===== src/rtl/fifo_write_arbiter_pkg.sv =====
// Shared definitions for the FIFO write arbiter: default widths, tag sizing and
// the layout of a FIFO word ({channel tag, payload}, tag in the MSBs).
package fifo_write_arbiter_pkg;

   localparam int DATA_BITS_DEFAULT = 8;
   localparam int CHANNELS_DEFAULT  = 4;

   // A single channel still needs one tag bit so the word layout stays uniform.
   function automatic int tag_bits(input int channels);
      return (channels <= 1) ? 1 : $clog2(channels);
   endfunction

   localparam int TAG_BITS_DEFAULT = tag_bits(CHANNELS_DEFAULT);

   typedef struct packed {
      logic [TAG_BITS_DEFAULT-1:0]  tag;
      logic [DATA_BITS_DEFAULT-1:0] payload;
   } fifo_word_t;

endpackage


===== src/rtl/fifo_write_arbiter_if.sv =====
// FIFO write-port handshake: the arbiter is the master, the FIFO the slave.
interface fifo_write_arbiter_if
   import fifo_write_arbiter_pkg::*;
#(
   parameter int DATA_BITS    = DATA_BITS_DEFAULT,
   parameter int CHANNEL_BITS = TAG_BITS_DEFAULT
);

   logic                              fifo_write;
   logic [CHANNEL_BITS+DATA_BITS-1:0] fifo_write_data;
   logic                              fifo_write_ready;

   modport master (
      output fifo_write,
      output fifo_write_data,
      input  fifo_write_ready
   );

   modport slave (
      input  fifo_write,
      input  fifo_write_data,
      output fifo_write_ready
   );

endinterface


===== src/rtl/fifo_write_arbiter_rr_pick.sv =====
// Combinational round-robin picker: first set request bit at or after the
// pointer, searching upward and wrapping from N-1 back to 0.
module rr_pick #(
   parameter int N        = 4,
   parameter int IDX_BITS = 2
) (
   input  logic [N-1:0]        request,
   input  logic [IDX_BITS-1:0] pointer,
   output logic                valid,
   output logic [IDX_BITS-1:0] index
);

   int slot;

   // NOTE: every always_comb output gets a default first, so no path can leave
   // it unassigned and infer a latch.
   always_comb begin
      valid = 1'b0;
      index = '0;
      slot  = 0;
      for (int i = 0; i < N; i++) begin
         slot = int'(pointer) + i;
         if (slot >= N) slot = slot - N;
         if (!valid && request[slot]) begin
            valid = 1'b1;
            index = IDX_BITS'(slot);
         end
      end
   end

endmodule


===== src/rtl/fifo_write_arbiter.sv =====
// Shares one FIFO write port between CHANNELS byte producers, each with a
// 1-entry holding slot, drained round-robin and tagged with its source channel.
module fifo_write_arbiter
   import fifo_write_arbiter_pkg::*;
#(
   parameter int DATA_BITS    = DATA_BITS_DEFAULT,
   parameter int CHANNELS     = CHANNELS_DEFAULT,
   parameter int CHANNEL_BITS = tag_bits(CHANNELS),
   parameter int DROP_BITS    = 8
) (
   input  logic                          clock,
   input  logic                          reset,
   input  logic [CHANNELS-1:0]           ch_enable_i,
   input  logic [CHANNELS-1:0]           ch_write_i,
   input  logic [CHANNELS*DATA_BITS-1:0] ch_data_i,
   output logic [CHANNELS-1:0]           ch_ready_o,
   fifo_write_arbiter_if.master          fifo,
   input  logic                          clear_errors_i,
   output logic [CHANNELS-1:0]           ch_dropped_o,
   output logic [DROP_BITS-1:0]          drop_count_o
);

   logic [CHANNELS-1:0]     pending;
   logic [DATA_BITS-1:0]    slot_data [CHANNELS];
   logic [CHANNEL_BITS-1:0] pointer;

   logic [CHANNELS-1:0]     request;
   logic [CHANNELS-1:0]     grant_onehot;
   logic [CHANNELS-1:0]     write_req;
   logic [CHANNELS-1:0]     accept;
   logic [CHANNELS-1:0]     drop;
   logic                    grant_valid;
   logic [CHANNEL_BITS-1:0] grant_idx;
   logic [DROP_BITS:0]      drop_sum;
   logic [DROP_BITS-1:0]    drop_next;

   // A disabled channel keeps its word but is invisible to the arbiter.
   assign request = fifo.fifo_write_ready ? (pending & ch_enable_i) : '0;

   rr_pick #(
      .N        (CHANNELS),
      .IDX_BITS (CHANNEL_BITS)
   ) u_rr_pick (
      .request (request),
      .pointer (pointer),
      .valid   (grant_valid),
      .index   (grant_idx)
   );

   always_comb begin
      grant_onehot = '0;
      if (grant_valid) grant_onehot[grant_idx] = 1'b1;
   end

   assign fifo.fifo_write      = grant_valid;
   assign fifo.fifo_write_data = grant_valid ? {grant_idx, slot_data[grant_idx]} : '0;

   // A slot draining this cycle can be refilled in the same cycle.
   assign write_req  = ch_write_i & ch_enable_i;
   assign accept     = write_req & (~pending | grant_onehot);
   assign drop       = write_req & pending & ~grant_onehot;
   assign ch_ready_o = ~pending;

   assign drop_sum  = {1'b0, drop_count_o} + (DROP_BITS+1)'($countones(drop));
   assign drop_next = drop_sum[DROP_BITS] ? '1 : drop_sum[DROP_BITS-1:0];

   // NOTE: sequential state is written with non-blocking assignments so every
   // register samples the pre-edge values, independent of statement order.
   always_ff @(posedge clock or negedge reset) begin
      if (!reset) begin
         pending      <= '0;
         pointer      <= '0;
         ch_dropped_o <= '0;
         drop_count_o <= '0;
      end else begin
         pending <= (pending & ~grant_onehot) | accept;
         if (grant_valid) begin
            pointer <= (grant_idx == CHANNEL_BITS'(CHANNELS-1)) ? '0 : grant_idx + 1'b1;
         end
         if (clear_errors_i) begin
            ch_dropped_o <= '0;
            drop_count_o <= '0;
         end else begin
            ch_dropped_o <= ch_dropped_o | drop;
            drop_count_o <= drop_next;
         end
      end
   end

   // NOTE: the slot payload registers have no reset; pending qualifies them, and
   // the output mux forces zero whenever nothing is granted.
   always_ff @(posedge clock) begin
      for (int k = 0; k < CHANNELS; k++) begin
         if (accept[k]) slot_data[k] <= ch_data_i[k*DATA_BITS +: DATA_BITS];
      end
   end

endmodule


===== src/flat_wrapper.sv =====
// flat-port wrapper written by rule: the top's interface ports become plain ports
module fifo_write_arbiter_flat import fifo_write_arbiter_pkg::*;
#(
   parameter int DATA_BITS    = DATA_BITS_DEFAULT,
   parameter int CHANNELS     = CHANNELS_DEFAULT,
   parameter int CHANNEL_BITS = tag_bits(CHANNELS),
   parameter int DROP_BITS    = 8
)
  (clock, reset, ch_enable_i, ch_write_i, ch_data_i, ch_ready_o, clear_errors_i, ch_dropped_o, drop_count_o, fifo_fifo_write, fifo_fifo_write_data, fifo_fifo_write_ready);
  fifo_write_arbiter_if #(.DATA_BITS(DATA_BITS), .CHANNEL_BITS(CHANNEL_BITS)) fifo_i ();
  input  logic clock;
  input  logic reset;
  input  logic [CHANNELS-1:0] ch_enable_i;
  input  logic [CHANNELS-1:0] ch_write_i;
  input  logic [CHANNELS*DATA_BITS-1:0] ch_data_i;
  output logic [CHANNELS-1:0] ch_ready_o;
  input  logic clear_errors_i;
  output logic [CHANNELS-1:0] ch_dropped_o;
  output logic [DROP_BITS-1:0] drop_count_o;
  output wire logic [$bits(fifo_i.fifo_write)-1:0] fifo_fifo_write;
  output wire logic [$bits(fifo_i.fifo_write_data)-1:0] fifo_fifo_write_data;
  input wire logic [$bits(fifo_i.fifo_write_ready)-1:0] fifo_fifo_write_ready;
  assign fifo_fifo_write = fifo_i.fifo_write;
  assign fifo_fifo_write_data = fifo_i.fifo_write_data;
  assign fifo_i.fifo_write_ready = fifo_fifo_write_ready;
  fifo_write_arbiter #(.DATA_BITS(DATA_BITS), .CHANNELS(CHANNELS), .CHANNEL_BITS(CHANNEL_BITS), .DROP_BITS(DROP_BITS)) u_core (.clock(clock), .reset(reset), .ch_enable_i(ch_enable_i), .ch_write_i(ch_write_i), .ch_data_i(ch_data_i), .ch_ready_o(ch_ready_o), .fifo(fifo_i), .clear_errors_i(clear_errors_i), .ch_dropped_o(ch_dropped_o), .drop_count_o(drop_count_o));
endmodule

===== config.mk =====
export PLATFORM = sky130hd
export DESIGN_NAME = fifo_write_arbiter_flat
export DESIGN_NICKNAME = d
export VERILOG_FILES = /design/src/rtl/fifo_write_arbiter_pkg.sv /design/src/rtl/fifo_write_arbiter_if.sv /design/src/rtl/fifo_write_arbiter_rr_pick.sv /design/src/rtl/fifo_write_arbiter.sv /design/src/flat_wrapper.sv
export SDC_FILE = /design/constraint.sdc
export NUM_CORES = 1
export LEC_CHECK = 0
export BUFFER_PORTS_ARGS = -buffer_cell sky130_fd_sc_hd__clkbuf_2
export CORE_ASPECT_RATIO = 1.1
export CORE_MARGIN = 2
export CORE_UTILIZATION = 45
export DETAILED_ROUTE_END_ITERATION = 12
export PLACE_DENSITY = 0.71
export SYNTH_ARGS = -nofsm -noshare
export SYNTH_HDL_FRONTEND = slang
export SYNTH_SLANG_ARGS = --single-unit
export TNS_END_PERCENT = 1

===== constraint.sdc =====
create_clock -name clock -period 7.2 [get_ports clock]
set_input_delay 0.72 -clock clock [delete_from_list [all_inputs] [get_ports clock]]
set_output_delay 0.72 -clock clock [all_outputs]
set_load 0.05 [all_outputs]

==> flow_summary_export.csv <==
group,metric,value,unit
outcome,outcome,"complete, no violations",
placement,hpwl,3650,microns
route,vias,1657,
power,leakagePower,1.29,nW
route,drtIter0Drc,97,
cts,cts.path.max_buffers,2,
worst_setup_path,path_class,"in -> reg",
timing,fin_crit_sh,0.559,
worst_setup_path,path_cells,"clkbuf_2, a311oi_1, nor4_4, inv_2, ha_1, nand2_1, nand2_1, nor2_1, ha_1, inv_1, fa_1, inv_1, ha_1, fa_1, nand3_1, mux2i_1, nor2_1",
timing,worstMarginPinSlew,1010,ps
final_layout,antenna_cells,0,
route,drc,0,
final_layout,stdcell_area,2920,sq um
die,rows,27,
cts,cts.reportedPaths.clkPinSlew,90,ps
logic_synthesis,synth_area_leaders,"edfxtp_1 40%, dfrtp_1 19%, mux2i_1 7.9%",
die,start_util,0.472,
worst_setup_path,cp-end-kind,"register",
timing,fin_ws,3170,ps
logic_synthesis,syn_area,2410,sq um
cts,cts_resized,0,
logic_synthesis,seq_area_frac_synth,0.586,
cts,cts_buffers,5,
timing,min_period,4030,ps
placement,place_area,2830,sq um
timing,final-hold-violation-count,0,
placement,pre_cts_ws,2850,ps
timing,drv_slew,0,
worst_setup_path,cp_top_family,"adder cells",
logic_synthesis,synthFlopType,"edfxtp_1",
die,die-height,80.8,microns
worst_setup_path,crit_fanout,9,
final_layout,drive_gt1_frac,0.335,
worst_setup_path,worstRegToRegCells,16,
timing,rsz0062_at_grt,"false",
die,design.core.area,5100,sq um
grt,antenna_found_initial,0,
logic_synthesis,avgSynthCellArea,12.6,sq um
timing,max_freq,0.248,GHz
worst_setup_path,required,7380,ps
timing,relSlewSlack,0.326,
worst_setup_path,critPathMaxStageDelay,740,ps
grt,grt_pass1_wl,7690,microns
power,power,0.829,mW
die,die_area,5960,sq um
worst_setup_path,cp_num_cells,17,
worst_setup_path,slowest_stage,"nor4_4",
cts,cts_hold_buf,0,
route,routedWlPerCell,14.2,microns
logic_synthesis,synth_edf_count,32,
route,via_per_inst,4.90,
grt,grt.overflow.total,0,
logic_synthesis,yosys.area_share.adder,0.0665,
logic_synthesis,synth_top_family_by_area,"simple AND/OR/NAND/NOR gates",
logic_synthesis,yosysWarnings,0,
timing,setup_viol,0,
job,cap_violations,0,
power,ir_worst_vdd,0.135,mV
logic_synthesis,synth_top_cell_area_share,0.399,
route,ant_nets,0,
grt,track_usage,0.174,
cts,clock-root-buffer,"clkbuf_8",
logic_synthesis,postSynthRegisterBits,50,
logic_synthesis,yosysTopAreaCell,"edfxtp_1",
logic_synthesis,synth_nets,247,
die,dieWidth,73.8,microns
cts,cts_sinks,50,
final_layout,layout.nets,320,
cts,clkLatencyLatePin,300,ps
cts,post_cts_buffers,0,
die,io_pins,71,
logic_synthesis,ys_async_sr_fraction,0.360,
logic_synthesis,synth-simple-area-share,0.124,
power,p_per_area,284,nW/um^2
placement,portBuffers,70,
logic_synthesis,synth_xor_area_frac,0.0109,
final_layout,post-route-util,0.571,
grt,grt_max_degree,20,
final_layout,num-fill-cells,450,
logic_synthesis,synthMuxAreaShare,0.0976,
logic_synthesis,synth.distinct_cells,39,
cts,cts_tree,"built",
final_layout,area_delta_synth_final,21.0,%
timing,final.setup.tns,0,ps
logic_synthesis,syn_inst,192,
route,first_pass_iters,4,
grt,grt_pass1_vias,1611,
hold_path,hold_path_class,"in -> async",
placement,gp_congestion,0.826,
route,wl,4820,microns
cts,cts_max_level,2,
worst_setup_path,worst_ep_arrival_time,4210,ps
timing,fin_worst_skew,10.4,ps
logic_synthesis,synth-compound-area-share,0.0789,
worst_setup_path,crit_top_cell,"ha_1",
worst_setup_path,start_kind,"input pin",
worst_setup_path,path_buf_inv,4,
report_power, final:
part / switching, mW / total, mW / internal (mW)
combinational: 0.214 / 0.306 / 0.0927
sequential: 0.0247 / 0.363 / 0.338
clock: 0.0917 / 0.160 / 0.0685
total: 0.330 / 0.829 / 0.499
Yosys cell counts (2+ instances only):
library cell / number
nand2b_1: 2
fa_1: 3
nand3_1: 4
a21oi_1: 13
xnor2_1: 2
ha_1: 8
inv_1: 13
dfrtp_1: 18
nor3_1: 2
mux2_2: 4
buf_4: 2
nor2b_1: 2
nand2_1: 20
and2_1: 10
o2bb2ai_1: 3
edfxtp_1: 32
a41oi_1: 4
mux2i_1: 19
nor2_1: 11
metal layers:
| layer | share of wire | GRT usage | routed length, microns |
|---|---|---|---|
| met1 | 0.46 | 0.241 | 2210 |
| met2 | 0.48 | 0.265 | 2290 |
| met3 | 0.036 | 0.0347 | 174 |
| met4 | 0.028 | 0.0782 | 134 |
| met5 | 0 | 0 | 0 |
cells in the final DEF (no fill, tap or decap), types with 2 or more instances in the layout:
master	instances
dfrtp_1	18
nand3_1	4
inv_1	13
nor3_1	2
fa_1	3
mux2_2	4
and2_1	10
clkbuf_8	5
a41oi_1	4
nor2b_1	2
edfxtp_1	32
a21oi_1	12
mux2i_1	19
ha_1	8
o2bb2ai_1	3
clkbuf_2	70
a21oi_2	2
nand2_1	20
xnor2_1	2
nand2b_1	2
nor2_1	11
logic make-up after synthesis:
group	count (synthesis)
fa+ha+maj	11
xor+xnor	3
flops	50
buf+inv	19
compound gates	28
simple gates	58
mux	23
stage by stage:
step | instances | hold WS, ps
6_report | 338 | 348
3_3_place_gp | 330 | 496
3_5_place_dp | 330 | 496
5_1_grt | 338 | 370
2_1_floorplan | 192 | 424
4_1_cts | 338 | 353
final cells by class:
cell class              count  area [sq um]  area share
flip-flops and latches     50          1410       0.484
multi-input cells         123           915       0.314
repair buffers             71           358       0.123
well taps                  72          90.1      0.0309
clock buffers               5          68.8      0.0236
inverters                  14          52.6      0.0180
clock inverters             3          20.0     0.00687
sequential cells by signal, summed over array words and instances, names as in the netlist:
| name | cells |
|---|---|
| u_core.ch_dropped_o | 4 |
| u_core.pending | 4 |
| u_core.pointer | 2 |
| u_core.drop_count_o | 8 |
| u_core.slot_data | 32 |
path summary, 6_finish.rpt:
path	start	to	slack (ps)
min	reset	u_core.drop_count_o[1]	350
min reg2reg	u_core.ch_dropped_o[3]	u_core.ch_dropped_o[3]	520
min in group clock	u_core.ch_dropped_o[3]	u_core.ch_dropped_o[3]	520
max reg2reg	u_core.pending[3]	u_core.drop_count_o[7]	3180
max in group asynchronous	reset	u_core.drop_count_o[6]	6530
max	ch_enable_i[3]	u_core.drop_count_o[7]	3170
(Power assumes the default switching activity.)
